**config.mk**
```make
export PLATFORM = sky130hd
export DESIGN_NAME = seq_logic_unit
export DESIGN_NICKNAME = d
export VERILOG_FILES = /design/src/rtl/alu_pkg.sv /design/src/rtl/logic_slice.sv /design/src/rtl/seq_logic_unit.sv
export SDC_FILE = /design/constraint.sdc
export NUM_CORES = 1
export LEC_CHECK = 0
export CAP_MARGIN = 20
export CORE_ASPECT_RATIO = 1.2
export CORE_UTILIZATION = 55
export DETAILED_ROUTE_END_ITERATION = 6
export PLACE_DENSITY = 0.83
export RECOVER_POWER = 50
export SETUP_SLACK_MARGIN = 0.05
export SYNTH_ARGS = -nofsm -noshare
export SYNTH_HDL_FRONTEND = slang
export SYNTH_SLANG_ARGS = --single-unit
```
**constraint.sdc**
```tcl
create_clock -name clk -period 4.22 [get_ports clk]
set_input_delay 1.266 -clock clk [delete_from_list [all_inputs] [get_ports clk]]
set_output_delay 1.266 -clock clk [all_outputs]
set_load 0.01 [all_outputs]
```
**src/rtl/alu_pkg.sv**
```systemverilog
// Shared encodings for the sequential logic unit: operation codes and FSM states.
package alu_pkg;

   localparam logic [1:0] OP_AND = 2'b00;
   localparam logic [1:0] OP_OR  = 2'b01;
   localparam logic [1:0] OP_XOR = 2'b10;
   localparam logic [1:0] OP_NOR = 2'b11;

   typedef enum logic [1:0] {
      IDLE = 2'd0,
      RUN  = 2'd1,
      DONE = 2'd2
   } state_e;

endpackage

```
**src/rtl/logic_slice.sv**
```systemverilog
// One SLICE-bit bitwise AND/OR/XOR/NOR stage built from per-bit gate primitives.
// Purely combinational, zero latency; no flow control of its own.
module logic_slice
   import alu_pkg::*;
#(
   parameter int SLICE = 8
) (
   input  logic [1:0]       op,
   input  logic [SLICE-1:0] a_s,
   input  logic [SLICE-1:0] b_s,
   output logic [SLICE-1:0] y_s
);

   logic [SLICE-1:0] w_and;
   logic [SLICE-1:0] w_or;
   logic [SLICE-1:0] w_xor;
   logic [SLICE-1:0] w_nor;

   for (genvar i = 0; i < SLICE; i++) begin : g_bit
      and u_and (w_and[i], a_s[i], b_s[i]);
      or  u_or  (w_or[i],  a_s[i], b_s[i]);
      xor u_xor (w_xor[i], a_s[i], b_s[i]);
      nor u_nor (w_nor[i], a_s[i], b_s[i]);
   end

   always_comb begin
      y_s = w_and;
      case (op)
         OP_AND:  y_s = w_and;
         OP_OR:   y_s = w_or;
         OP_XOR:  y_s = w_xor;
         OP_NOR:  y_s = w_nor;
         default: y_s = w_and;
      endcase
   end

endmodule

```
**src/rtl/seq_logic_unit.sv**
```systemverilog
// Multi-cycle bitwise logic unit: res = a OP b, one SLICE per clock; out_valid NSLICE clocks after accept.
// in_ready only in IDLE; result held in DONE until out_ready, so a stalled consumer blocks new requests.
module seq_logic_unit
   import alu_pkg::*;
#(
   parameter int WIDTH = 32,
   parameter int SLICE = 8
) (
   input  logic             clk,
   input  logic             rst_n,
   input  logic             in_valid,
   output logic             in_ready,
   input  logic [1:0]       op,
   input  logic [WIDTH-1:0] a,
   input  logic [WIDTH-1:0] b,
   output logic             out_valid,
   input  logic             out_ready,
   output logic [WIDTH-1:0] res,
   output logic             zero
);

   localparam int NSLICE = WIDTH / SLICE;
   localparam int CW     = (NSLICE > 1) ? $clog2(NSLICE) : 1;

   if (WIDTH % SLICE != 0) begin : g_bad_slice
      $error("seq_logic_unit: WIDTH must be a multiple of SLICE");
   end

   state_e           r_state;
   state_e           w_next;
   logic [WIDTH-1:0] r_a;
   logic [WIDTH-1:0] r_b;
   logic [1:0]       r_op;
   logic [WIDTH-1:0] r_res;
   logic [CW-1:0]    r_cnt;
   logic             r_nz;

   logic             w_accept;
   logic             w_last;
   logic [SLICE-1:0] w_a_s;
   logic [SLICE-1:0] w_b_s;
   logic [SLICE-1:0] w_y_s;

   assign w_accept = in_valid && in_ready;
   assign w_last   = (r_cnt == CW'(NSLICE - 1));
   assign w_a_s    = r_a[int'(r_cnt) * SLICE +: SLICE];
   assign w_b_s    = r_b[int'(r_cnt) * SLICE +: SLICE];

   logic_slice #(.SLICE(SLICE)) u_slice (
      .op  (r_op),
      .a_s (w_a_s),
      .b_s (w_b_s),
      .y_s (w_y_s)
   );

   always_ff @(posedge clk or negedge rst_n) begin
      if (!rst_n) r_state <= IDLE;
      else        r_state <= w_next;
   end

   always_comb begin
      w_next = r_state;
      case (r_state)
         IDLE:    if (w_accept) w_next = RUN;
         RUN:     if (w_last) w_next = DONE;
         DONE:    if (out_ready) w_next = IDLE;
         default: w_next = IDLE;
      endcase
   end

   always_comb begin
      in_ready  = (r_state == IDLE);
      out_valid = (r_state == DONE);
      zero      = (r_state == DONE) && !r_nz;
   end

   // Counter holds on the last slice so SLICE==WIDTH never steps past slice 0.
   always_ff @(posedge clk or negedge rst_n) begin
      if (!rst_n) begin
         r_a   <= '0;
         r_b   <= '0;
         r_op  <= OP_AND;
         r_res <= '0;
         r_cnt <= '0;
         r_nz  <= 1'b0;
      end else if (w_accept) begin
         r_a   <= a;
         r_b   <= b;
         r_op  <= op;
         r_res <= '0;
         r_cnt <= '0;
         r_nz  <= 1'b0;
      end else if (r_state == RUN) begin
         r_res[int'(r_cnt) * SLICE +: SLICE] <= w_y_s;
         r_nz <= r_nz || (|w_y_s);
         if (!w_last) r_cnt <= r_cnt + CW'(1);
      end
   end

   assign res = r_res;

endmodule

```
; ---- Word level (Yosys, flattened, before mapping)
; Cells that the tools add are included.
[totals]
regBits = 103
latch_bits = 0
ram_bits = 0
romBits = 0
input_bits = 70
output_inout_bits = 35
wordCells = 78
memories = 0
[classes]
add_sub_neg = 2
multipliers = 0
div = 0
order_cmp = 0
eq_ne = 10
shifts = 4
muxes = 13
n_bitwise = 32
reduce_logical = 10
[ops]
columns = cell, count
row1 = two-way mux 32 bit, 2
row2 = indexed part select 32 x 6 -> 8 bit, 2
row3 = negator 5 -> 33 bit, 1
row4 = "variable shift 8 x 33 -> 32 bit, first input constant", 1
row5 = indexed part select 8 x 33 -> 32 bit, 1
row6 = bitwise mux 32 bit, 1
row7 = one-hot mux 8 bit (4 select lines), 1
row8 = two-way mux 2 bit, 6
row9 = AND 1 bit, 8
row10 = "== test 2 bit, second input constant", 4
row11 = NOT 1 bit, 8
row12 = bitwise OR 1 bit, 8
row13 = OR reduction 8 bit, 1
row14 = XOR 1 bit, 8
row15 = one-hot mux 2 bit (3 select lines), 1
row16 = "== test 2 x 1 -> 1 bit, second input constant", 2
row17 = logical NOT 2 bit, 2
row18 = "inequality test 2 x 1 -> 1 bit, second input constant", 2
row19 = "inequality test 2 bit, second input constant", 2
row20 = AND reduction 3 bit, 1
row21 = "adder 2 x 1 -> 2 bit, second input constant", 1
row22 = logical AND 1 bit, 2
row23 = two-way mux 1 bit, 2
row24 = AND reduction 2 bit, 1
row25 = 3 further kinds, 3

; ---- Logic depth before layout (Yosys ltp)
; Gate-level depths: netlist (run 1).
[logic_depth]
depth_word = 8
mapped_depth = 10
ltp_nobuf = 8

; ---- Modules after synthesis
; A second synthesis (run 1) with hierarchy kept.
[hier_totals]
cells_unflattened = 349
hier_area_um2 = 4978.5
[modules_own_cells]
columns = module, instances, cells_each, area_per_inst_um2, seq_area_each_um2
row1 = seq_logic_unit, 1, 290, 4451.8, 2577.5
row2 = logic_slice, 1, 59, 526.8, 0.0

; ---- Least setup slack after synthesis (run 1)
; OpenSTA, ideal clock, no wires.
[synth_timing]
path_type = register to register
startpoint = reg r_cnt[1]
endpoint = reg r_nz
setup_time_ns = 0.121
arrival_time_ns = 2.407
t_required_ns = 4.099
setup_slack_ns = 1.693
path_stages_with_launch = 10
path_buffers = 2
synth_period_minus_slack_ns = 2.527
cell_sequence = dfrtp_1 > buf_2 > buf_1 > mux4_2 > inv_1 > ha_1 > mux2_2 > a2111oi_0 > a41o_1 > o21ai_1
[synth_via]
elab_chain_len = 8
word_cells_on_any_way = 39
cone_classes = shift (2) / mux (3) / bitwise (32) / reduce/logical (2)
[synth_rtl]
columns = item, line_no
row1 = start: declaration, seq_logic_unit.sv:35  ; logic [CW-1:0] r_cnt;
row2 = start signal: assignment, seq_logic_unit.sv:96  ; if (!w_last) r_cnt <= r_cnt + CW'(1);
row3 = indexed part select 32 x 6 -> 8 bit (on tied branches), "seq_logic_unit.sv:46, seq_logic_unit.sv:47"
row4 = bitwise OR 1 bit, "logic_slice.sv:21, logic_slice.sv:23"
row5 = NOT 1 bit, logic_slice.sv:23  ; nor u_nor (w_nor[i], a_s[i], b_s[i]);
row6 = one-hot mux 8 bit (4 select lines) (*), logic_slice.sv:28  ; case (op)
row7 = OR reduction 8 bit (*), seq_logic_unit.sv:95  ; r_nz <= r_nz || (|w_y_s);
row8 = logical OR 1 bit (*), seq_logic_unit.sv:95
row9 = two-way mux 1 bit (*), seq_logic_unit.sv:93  ; end else if (r_state == RUN) begin
row10 = two-way mux 1 bit (*), seq_logic_unit.sv:86  ; end else if (w_accept) begin
row11 = end signal: assignment, seq_logic_unit.sv:95
row12 = end: declaration, seq_logic_unit.sv:36  ; logic r_nz;
; Every way passes the cells marked *; elsewhere a longest branch is shown, timed or not. The select of a mux whose other input is x is not followed.
; A chain may end at the register's enable or synchronous reset.

; ---- Worst setup path after layout (run 1)
[layout_timing]
startpoint = in in_valid
endpoint = reg r_a[4]
[layout_via]
elab_chain_len = 1
[layout_rtl]
columns = item, line_no
row1 = start: declaration, seq_logic_unit.sv:11  ; input logic in_valid,
row2 = logical AND 1 bit, seq_logic_unit.sv:44  ; assign w_accept = in_valid && in_ready;
row3 = end signal: assignment, seq_logic_unit.sv:80  ; r_a <= '0;
row4 = end signal: assignment, seq_logic_unit.sv:87  ; r_a <= a;
row5 = end: declaration, seq_logic_unit.sv:31  ; logic [WIDTH-1:0] r_a;
; Every way passes these cells.

==> metrics.log, run 1 <==
[metrics] static leakage: 2.68 nW
[metrics] final setup violation count: 0
[metrics] Via density: between 5 and 6
[metrics] die extent in x: between 80 and 90 um
[metrics] maximum number of pins on one net before global-route repair: 104
[metrics] path depth of the worst reg2reg path: 8
[metrics] summed negative setup slack over all endpoints: 0 ns
[metrics] Layout Skew: about 0.0095 ns
[metrics] number of port buffers: around 100
[metrics] most common library cell in the layout ignoring fill and taps: dfrtp_1
[metrics] kind of critical path: in -> reg
[metrics] latest clock arrival within the worst-skew pair: around 0.37 ns
[metrics] total number of placement rows: 37
[metrics] Worst Hold Path Cells: 1
[metrics] post-synthesis cell area: slightly below 5000 um2
[metrics] Synthesized Nets: roughly 470
[metrics] Post-route DRC: 0
[metrics] total routing usage reported by global routing: 23.5%
[metrics] synthesis-to-finish area growth: 26.5%
[metrics] proportion of layout cells with a drive suffix above 1: under 10%
[metrics] worst reg2reg startpoint: r_cnt[1]
[metrics] max cap viols: 2
[metrics] nets@finish: ~570
[metrics] slowest stage cell, crit path: clkbuf_2
[metrics] initial detailed-routing violation count: approximately 150
[metrics] hold buffer count at cts: 0
[metrics] Top-Level Pins: roughly 110
[metrics] max-slew violation count: around 170
[metrics] maximum single-stage delay on the critical path: between 1 and 1.5 ns
[metrics] Fmax: about 0.30 GHz
[metrics] Post-Layout Inst Area: 6210 um2
[metrics] total via count in the routed design: between 3,000 and 4,000
[metrics] Worst EP required: 4.47 ns
[metrics] buffers inserted by post-CTS timing repair: 0
[metrics] post-cts sizing count: 0
[metrics] startpoint types: primary input
[metrics] count of antenna-violating nets left after detailed routing: 0
[metrics] normalized max-slew margin: -61.8%
[metrics] initial cell density of the core: 57.0%
[metrics] leading cell types in the layout, fill and taps excluded: dfrtp_1, clkdlybuf4s50_1, mux2_1
[metrics] CP Max Fanout: 68
[metrics] endpoint of the lowest-slack register-to-register path: r_nz
[metrics] synthesized area per cell: between 10 and 15 um2
[metrics] first-pass GRT wire length: roughly 16 mm
[metrics] Hold WC Path Type: reg -> reg
[metrics] via count of the first global-routing pass: about 3,400
[metrics] length of the first detailed-routing pass in iterations: 4
[metrics] Post-synth ARST share: between 90% and 100%
[metrics] TritonCTS Buffers: 9
[metrics] aggregate global routing overflow: 0
[metrics] Reg clk slew, reported paths: 0.10 ns
[metrics] clock tree from TritonCTS: yes
[metrics] antenna violations before repair: 0
[metrics] Fillers: between 600 and 700
[metrics] top flip-flop cell by instance count after synthesis: dfrtp_1
[metrics] half-perimeter wire length of the detailed placement result: about 7.4 mm
[metrics] type of element capturing the critical path: flop
[metrics] post-synth cell types: 36
[metrics] count of flip-flops with a built-in enable after synthesis: 0
[metrics] cell total after placement: between 500 and 600
[metrics] final worst path period share: slightly below 80%
[metrics] IR Drop Worst-Case VDD: 0.444 mV
[metrics] Yosys warnings: 0
[metrics] worst hold-check slack: just under 0.5 ns
[metrics] Cell Area, Placed: roughly 6000 um2
[metrics] Least-Margin Pin Slew: approximately 2.4 ns
[metrics] Syn Inst Count: between 300 and 400
[metrics] P per Cell Area: just under 800 nW/um2
[metrics] CP Cell Sequence: dlygate4sd3_1, and2_2, clkbuf_2, mux2_1
[metrics] Routed wire per std cell: between 15 and 20 um
[metrics] final wirelength: 9.88 mm
[metrics] count of H-tree levels built during CTS: 3
[metrics] fraction of the yosys area taken by sequential cells: a little over half
[metrics] largest buffer count on any clock path: 2
[metrics] Sink Count: approximately 100
[metrics] RSZ-0062 raised after global routing: no
[metrics] number of hold violations in the final report: 0
[metrics] flop-to-flop setup slack: 1.37 ns
[metrics] height of the die: approximately 110 um
[metrics] crit path DAT: approximately 3.6 ns
[metrics] floorplan die area: around 9300 um2
[metrics] time the worst path needs with I/O delays and setup: roughly 3.4 ns
[metrics] violations in the final reports: max-capacitance violations, max-slew violations
[metrics] number of synthesized register bits: between 100 and 150
[metrics] number of antenna diodes: 0
[metrics] Core Box Area: approximately 8600 um2
[metrics] non-filler instance count after layout: approximately 600
[metrics] Root Buffer: clkbuf_8
[metrics] result of the run: finished with violations
[metrics] startpoint of the lowest-slack hold path: r_b[6]
[metrics] final RePlAce weighted congestion: between 0.8 and 0.9
[metrics] destination of the worst hold path: r_b[6]
[registers in the layout, indices dropped and copies added, names as in the netlist]
register	count
r_b	32
r_state	2
r_op	2
r_a	32
res	32
r_nz	1
r_cnt	2
[cell usage after synthesis (2+ instances only)]
cell type / instances / area (um2)
buf_2: 10 / 50.1
a21oi_1: 5 / 25.0
nand2_1: 41 / 154
mux2_1: 65 / 732
o21ai_1: 29 / 145
a211oi_2: 2 / 25.0
mux2_2: 3 / 33.8
buf_4: 2 / 15.0
a2111oi_0: 2 / 17.5
nand2b_1: 3 / 18.8
ha_1: 20 / 250
buf_6: 4 / 45.0
a211oi_1: 5 / 37.5
nor2_1: 15 / 56.3
inv_1: 21 / 78.8
mux2i_1: 3 / 30.0
a21o_1: 4 / 30.0
nand3_1: 3 / 15.0
dfrtp_1: 103 / 2580
mux4_2: 16 / 360
o21ai_0: 6 / 30.0
a22o_1: 3 / 26.3
clkbuf_1: 3 / 11.3
nor2b_1: 3 / 18.8
[worst max path at each step]
stage | from | to | slack (ns) | cells after the start
2_1_floorplan | r_cnt[1] | r_nz | 1.69 | 9
3_3_place_gp | in_valid | r_a[14] | 1.47 | 4
3_5_place_dp | in_valid | r_b[0] | 1.44 | 4
4_1_cts | r_state[0] | zero | 1.16 | 3
5_1_grt | rst_n | r_cnt[1] | 0.54 | 2
6_report | in_valid | r_a[4] | 0.87 | 4
[layer usage]
| layer | global-route usage, % | vias up | share of wire [%] |
|---|---|---|---|
| li1 | - | 1555 | - |
| met1 | 30.0 | 1625 | 42 |
| met2 | 39.8 | 97 | 52 |
| met3 | 4.31 | 15 | 3.8 |
| met4 | 8.41 | 0 | 1.9 |
| met5 | 0 | - | 0 |
[stage by stage]
step / worst slack, ns / utilization (%) / total power, W
2_1_floorplan: 1.69 / - / 0.00338
3_3_place_gp: 1.47 / 69.9 / 0.00403
3_5_place_dp: 1.44 / 69.9 / 0.00417
4_1_cts: 1.16 / 72.4 / 0.00482
5_1_grt: 0.543 / 72.1 / 0.00516
6_report: 0.867 / 72.1 / 0.00478
[kinds of logic (layout without fill, tap and decap cells)]
kind of cell / after synthesis / in the layout / share of synthesized area, %
and+or+nand+nor: 69 / 69 / 6.07
muxes: 88 / 88 / 23.9
adders and majority gates: 20 / 20 / 5.10
DFF: 103 / 103 / 52.5
buffers and inverters: 41 / 145 / 4.16
AOI/OAI and AO/OA: 62 / 62 / 8.26
[layout make-up]
cell class,count,area [um2],share of cell area [%]
multi-input cells,239,2130,34.2
clock inverters,6,77.6,1.25
clock buffers,10,138,2.22
flip-flops and latches,103,2580,41.5
inverters,21,78.8,1.27
repair buffers,108,1060,17.1
well taps,117,146,2.36
[power breakdown]
group | switching (W) | internal [W]
sequential | 0.000333 | 0.00143
clock | 0.000347 | 0.000301
combinational | 0.00118 | 0.00119
[critical path, delay by kind of cell]
family | cells | cell delay (ns)
buffers and inverters | 2 | 1.73
and+or+nand+nor | 1 | 0.14
muxes | 1 | 0.41
Power figures use the tool's default switching activity.
==> inputs of run 2 (changes only) <==
Settings changed: CORE_UTILIZATION 55 to 46, PLACE_DENSITY 0.83 to 0.74.
Clock period 4.22 ns to 3 ns, I/O delays scaled along.
==> metrics.log, run 2 (synthesized netlist as in run 1, its figures left out) <==
[metrics] hold buffer count at cts: 0 (unchanged)
[metrics] RSZ-0062 raised after global routing: no
[metrics] height of the die: 115 um (+9.2%)
[metrics] aggregate global routing overflow: 0 (unchanged)
[metrics] length of the first detailed-routing pass in iterations: 4 (unchanged)
[metrics] internal power of the cells: 0.00435 W (+49%)
[metrics] latest clock arrival within the worst-skew pair: 0.34 ns (-0.03 ns)
[metrics] type of element capturing the critical path: output port
[metrics] Routed wire per std cell: 16.9 um (+3.6%)
[metrics] clock tree from TritonCTS: yes
[metrics] largest buffer count on any clock path: 2 (unchanged)
[metrics] half-perimeter wire length of the detailed placement result: 7.58 mm (+2.5%)
[metrics] combinational group share of total power: 48.0% (-1.6 points)
[metrics] static leakage: 2.72 nW (+1.4%)
[metrics] Via density: 5.45 (about the same)
[metrics] count of H-tree levels built during CTS: 3 (unchanged)
[metrics] P per Cell Area: 1110 nW/um2 (+44%)
[metrics] normalized max-slew margin: 34.2% (+96 points)
[metrics] time the worst path needs with I/O delays and setup: between 2 and 3 ns
[metrics] proportion of layout cells with a drive suffix above 1: 9.24% (-0.21 points)
[metrics] switching share of power: 37.7% (-1.3 points)
[metrics] startpoint types: flop
[metrics] Worst EP required: 2.10 ns (-2.37 ns)
[metrics] number of hold violations in the final report: 0 (unchanged)
[metrics] kind of critical path: reg -> out
[metrics] net switching power of the design: 0.00263 W (+41%)
[metrics] final worst path period share: slightly below 90%
[metrics] final setup violation count: 0 (unchanged)
[metrics] final critical-path setup slack: 0.385 ns (-0.482 ns)
[metrics] initial cell density of the core: 48.1% (-8.9 points)
[metrics] Root Buffer: clkbuf_16
[metrics] crit path DAT: 1.71 ns (-1.89 ns)
[metrics] total number of placement rows: 40 (+8.1%)
[metrics] die extent in x: 96.3 um (+9.1%)
[metrics] antenna violations before repair: 0 (unchanged)
[metrics] synthesis-to-finish area growth: 28.7%
[metrics] buffers inserted by post-CTS timing repair: 0 (unchanged)
[metrics] Hold WC Path Type: reg -> reg
[metrics] number of port buffers: 104 (unchanged)
[metrics] total via count in the routed design: 3,338 (+1.4%)
[metrics] initial detailed-routing violation count: 157 (+1.9%)
[metrics] first-pass GRT wire length: 17.2 mm (+4.3%)
[metrics] Sink Count: 103 (unchanged)
[metrics] TritonCTS Buffers: 9 (unchanged)
[metrics] via count of the first global-routing pass: 3,541 (+3.8%)
[metrics] Reg clk slew, reported paths: 0.07 ns (-0.03 ns)
[metrics] sequential share of power: 35.3% (-1.6 points)
[metrics] Layout Skew: 0.00829 ns (-0.00117 ns)
[metrics] count of antenna-violating nets left after detailed routing: 0 (unchanged)
[metrics] Fmax: ~0.38 GHz
[metrics] total routing usage reported by global routing: 20.7% (-2.9 points)
[metrics] leading cell types in the layout, fill and taps excluded: dfrtp_1, clkdlybuf4s50_1, mux2_1
[metrics] post-cts sizing count: 0 (unchanged)
[metrics] pre-CTS setup slack: 0.490 ns (-0.949 ns)
[metrics] IR Drop Worst-Case VDD: 0.495 mV (+11%)
[metrics] CP Max Fanout: 12 (-82%)
[metrics] floorplan die area: 11,100 um2 (+19%)
[metrics] max-slew violation count: 0 (-100%)
[metrics] worst hold-check slack: 0.485 ns (-0.00844 ns)
[metrics] Post-route DRC: 0 (unchanged)
[metrics] final RePlAce weighted congestion: 0.785 (-2.1%)
[metrics] number of antenna diodes: 0 (unchanged)
[metrics] maximum number of pins on one net before global-route repair: 69 (-34%)
[metrics] Least-Margin Pin Slew: 0.987 ns (-1.44 ns)
[metrics] final wirelength: 10.4 mm (+5.2%)
[metrics] max cap viols: 0 (-2)
[metrics] summed negative setup slack over all endpoints: 0 ns (unchanged)
[metrics] Top-Level Pins: 105 (unchanged)
[metrics] Core Box Area: 10,200 um2 (+19%)
[metrics] result of the run: complete, no violations
[metrics] relative contribution of the clock network to total power: 16.7% (+3.2 points)
[metrics] nets@finish: 572 (unchanged)
[metrics] most common library cell in the layout ignoring fill and taps: dfrtp_1
run 2: cell types whose count changed in the layout (fill, tap and decap cells not counted), sizes merged:
| cell | before | now |
|---|---|---|
| clkbuf | 12 | 13 |
| clkinvlp | 1 | 2 |
| buf | 3 | 2 |
| clkinv | 2 | 1 |
run 2: power groups by stage:
stage          registers (W)  clock network, W  logic, W
5_1_grt              0.00255           0.00125   0.00373
3_3_place_gp         0.00245                 0   0.00323
3_5_place_dp         0.00249                 0   0.00336
2_1_floorplan        0.00231                 0   0.00244
4_1_cts              0.00247           0.00119   0.00340
6_report             0.00246           0.00117   0.00335
run 2: through the flow:
step / area, um2 / instances / total power (W) / utilization (%)
3_3_place_gp: 6050 / 597 / 0.00568 / 59.2
4_1_cts: 6340 / 613 / 0.00706 / 62.1
5_1_grt: 6310 / 613 / 0.00753 / 61.9
3_5_place_dp: 6050 / 597 / 0.00585 / 59.2
6_report: 6310 / 613 / 0.00698 / 61.9
2_1_floorplan: 4910 / 383 / 0.00475 / -
run 2: per-layer routing:
metal,routed length [um],track usage (%)
met5,0,0
met4,121,7.26
met3,424,2.91
met2,5570,37.1
met1,4270,25.2
run 2: layout make-up:
type                       count  area [um2]
clock inverter                 6        67.6
tap                          126         158
timing repair buffer         108        1080
sequential                   103        2580
multi-input combinational    239        2130
clock buffer                  10         229
inverter                      21        78.8
fill                         834        3890
run 2: final timing paths:
path / from / end / slack [ns] / cells past startpoint
min in group asynchronous: rst_n / res[12] / 0.71 / 1
max: r_state[0] / zero / 0.39 / 3
min reg2reg: r_a[7] / r_a[7] / 0.48 / 1
min: r_a[7] / r_a[7] / 0.48 / 1
max reg2reg: r_cnt[0] / r_nz / 0.46 / 8
max in group asynchronous: rst_n / r_b[15] / 0.82 / 2
run 2: critical path, stage by stage (launching register included):
cell and delay, ns:
dfrtp_1 0.50, nand2b_1 0.24, nor2_1 0.10, clkdlybuf4s50_1 0.54
==> inputs of run 3 (changes only) <==
Settings changed: CORE_UTILIZATION 46 to 51, CTS_CLUSTER_DIAMETER from default to 150, PLACE_DENSITY 0.74 to 0.78.
Clock period 3 ns to 2.65 ns, I/O delays scaled along.
==> metrics.log, run 3 (synthesized netlist as in run 1, its figures left out) <==
[metrics] number of hold violations in the final report: 0 (unchanged)
[metrics] routed wl met3: 469 um (+11%)
[metrics] synthesis-to-finish area growth: 29.5%
[metrics] largest buffer count on any clock path: 2 (unchanged)
[metrics] Design Power: 0.00793 W (+14%)
[metrics] final RePlAce weighted congestion: 0.841 (+7.1%)
[metrics] latest clock arrival within the worst-skew pair: 0.37 ns (+0.03 ns)
[metrics] total number of placement rows: 38 (-5.0%)
[metrics] Routed wire per std cell: 16.4 um (-3.1%)
[metrics] Fillers: 659 (-21%)
[metrics] highest routing layer actually used: met4
[metrics] Layout Skew: 0.00625 ns (-0.00204 ns)
[metrics] Sink Count: 103 (unchanged)
[metrics] worst reg2reg startpoint: r_cnt[0]
[metrics] initial cell density of the core: 53.5% (+5.4 points)
[metrics] count of antenna-violating nets left after detailed routing: 0 (unchanged)
[metrics] number of port buffers: 104 (unchanged)
[metrics] total routing usage reported by global routing: 21.8% (+1.1 points)
[metrics] leading cell types in the layout, fill and taps excluded: clkdlybuf4s50_1, dfrtp_1, mux2_1
[metrics] crit path DAT: 1.72 ns (about the same)
[metrics] RSZ-0062 raised after global routing: yes
[metrics] violations in the final reports: max-capacitance violations, max-slew violations
[metrics] count of H-tree levels built during CTS: 3 (unchanged)
[metrics] Worst EP required: 1.86 ns (-0.24 ns)
[metrics] initial detailed-routing violation count: 142 (-9.6%)
[metrics] maximum number of pins on one net before global-route repair: 55 (-20%)
[metrics] first-pass GRT wire length: 16.4 mm (-4.3%)
[metrics] half-perimeter wire length of the detailed placement result: 7.59 mm (+0.17%)
[metrics] die extent in x: 91.5 um (-4.9%)
[metrics] met1 wire length: 4.07 mm (-4.8%)
[metrics] endpoint of the lowest-slack register-to-register path: r_nz
[metrics] final wirelength: 10.1 mm (-2.7%)
[metrics] startpoint of the lowest-slack hold path: r_b[23]
[metrics] Via density: 5.40 (-0.86%)
[metrics] Fmax: 0.397 GHz
[metrics] Top-Level Pins: 105 (unchanged)
[metrics] Post-route DRC: 0 (unchanged)
[metrics] time the worst path needs with I/O delays and setup: ~2.5 ns
[metrics] Final Util: 69.2% (+7.4 points)
[metrics] total via count in the routed design: 3,320 (-0.54%)
[metrics] path depth of the worst reg2reg path: 8 (unchanged)
[metrics] result of the run: finished with violations
[metrics] static leakage: 2.74 nW (+0.92%)
[metrics] aggregate global routing overflow: 0 (unchanged)
[metrics] P per Cell Area: 1250 nW/um2 (+13%)
[metrics] clock tree from TritonCTS: yes
[metrics] length of the first detailed-routing pass in iterations: 4 (unchanged)
[metrics] Root Buffer: clkbuf_8
[metrics] final setup violation count: 0 (unchanged)
[metrics] flop-to-flop setup slack: 0.17 ns (-0.29 ns)
[metrics] IR Drop Worst-Case VDD: 0.633 mV (+28%)
[metrics] final worst path period share: ~95%
[metrics] antenna violations before repair: 0 (unchanged)
[metrics] hold buffer count at cts: 0 (unchanged)
[metrics] destination of the worst hold path: r_b[23]
[metrics] startpoint types: flop
[metrics] Hold WC Path Type: reg -> reg
[metrics] max cap viols: 1 (+1)
[metrics] normalized max-slew margin: -0.150% (-34 points)
[metrics] CP Max Fanout: 10 (-2)
[metrics] via count of the first global-routing pass: 3,396 (-4.1%)
[metrics] Core Box Area: 9180 um2 (-10%)
[metrics] Worst Hold Path Cells: 1 (unchanged)
[metrics] Least-Margin Pin Slew: 1.50 ns (+0.515 ns)
[metrics] TritonCTS Buffers: 9 (unchanged)
[metrics] proportion of layout cells with a drive suffix above 1: 10.7% (+1.5 points)
[metrics] Reg clk slew, reported paths: 0.09 ns (+0.02 ns)
[metrics] kind of critical path: reg -> out
[metrics] nets@finish: 580 (+1.4%)
[metrics] worst hold-check slack: 0.490 ns (+0.00491 ns)
[metrics] number of antenna diodes: 0 (unchanged)
[metrics] met2 layer wire length in the routed design: 5.40 mm (-3.0%)
[metrics] floorplan die area: 10,000 um2 (-9.6%)
[metrics] summed negative setup slack over all endpoints: 0 ns (unchanged)
[metrics] type of element capturing the critical path: output port
[metrics] height of the die: 109 um (-4.9%)
[metrics] max-slew violation count: 26 (+26)
==> run 3: changes by cell type in the layout (fill, tap and decap cells not counted), sizes merged <==
cell	previous run	this run
clkinv	1	2
bufinv	1	3
inv	23	21
buf	2	10
clkinvlp	2	1
==> run 3: worst max-delay path, cell delays in order, from the launching register on <==
cell	delay, ns
dfrtp_1	0.52
nand2b_1	0.16
nor2_1	0.13
clkdlybuf4s50_1	0.55
==> run 3: routing by layer <==
| metal | vias to the layer above | GRT usage, % |
|---|---|---|
| li1 | 1553 | - |
| met1 | 1657 | 25.2 |
| met2 | 96 | 40.5 |
| met3 | 14 | 4.01 |
| met4 | 0 | 7.71 |
| met5 | - | 0 |
==> run 3: worst max-delay path by stage <==
stage / start / end / slack (ns) / depth (start not counted)
after floorplan: r_cnt[1] / r_nz / 0.12 / 9
after global placement: r_cnt[0] / r_nz / 0.13 / 8
after detailed placement: r_cnt[0] / r_nz / 0.04 / 8
after CTS: r_state[0] / zero / 0.05 / 3
after global routing: r_cnt[0] / res[8] / 0.05 / 7
final: r_state[1] / zero / 0.13 / 3
==> run 3: timing repair <==
| item | 4_1_cts | 5_1_grt |
|---|---|---|
| setup endpoints to repair | 1 | 5 |
| setup buffers | 0 | 3 |
| resized for setup | 1 | 3 |
==> run 3: report_power, final <==
part	internal [W]	leakage [nW]	switching (W)	total (W)
logic	0.00202	1.34	0.00199	0.00401
clock network	0.000649	0.122	0.000521	0.00117
registers	0.00228	1.28	0.000468	0.00275
total	0.00495	2.74	0.00298	0.00793
==> run 3: metrics by stage <==
step | setup slack (ns) | instances | cell area [um2]
final | 0.132 | 615 | 6350
after global routing | 0.0453 | 615 | 6350
after CTS | 0.0510 | 612 | 6330
after detailed placement | 0.0353 | 596 | 6090
after global placement | 0.134 | 596 | 6090
after floorplan | 0.123 | 383 | 4910
==> run 3: layout make-up <==
cell class	instances	area, um2	share of cell area, %
repair buffers	116	1170	18.4
flip-flops and latches	103	2580	40.6
clock buffers	10	138	2.17
multi-input cells	239	2130	33.6
well taps	120	150	2.36
inverters	21	78.8	1.24
clock inverters	6	108	1.69
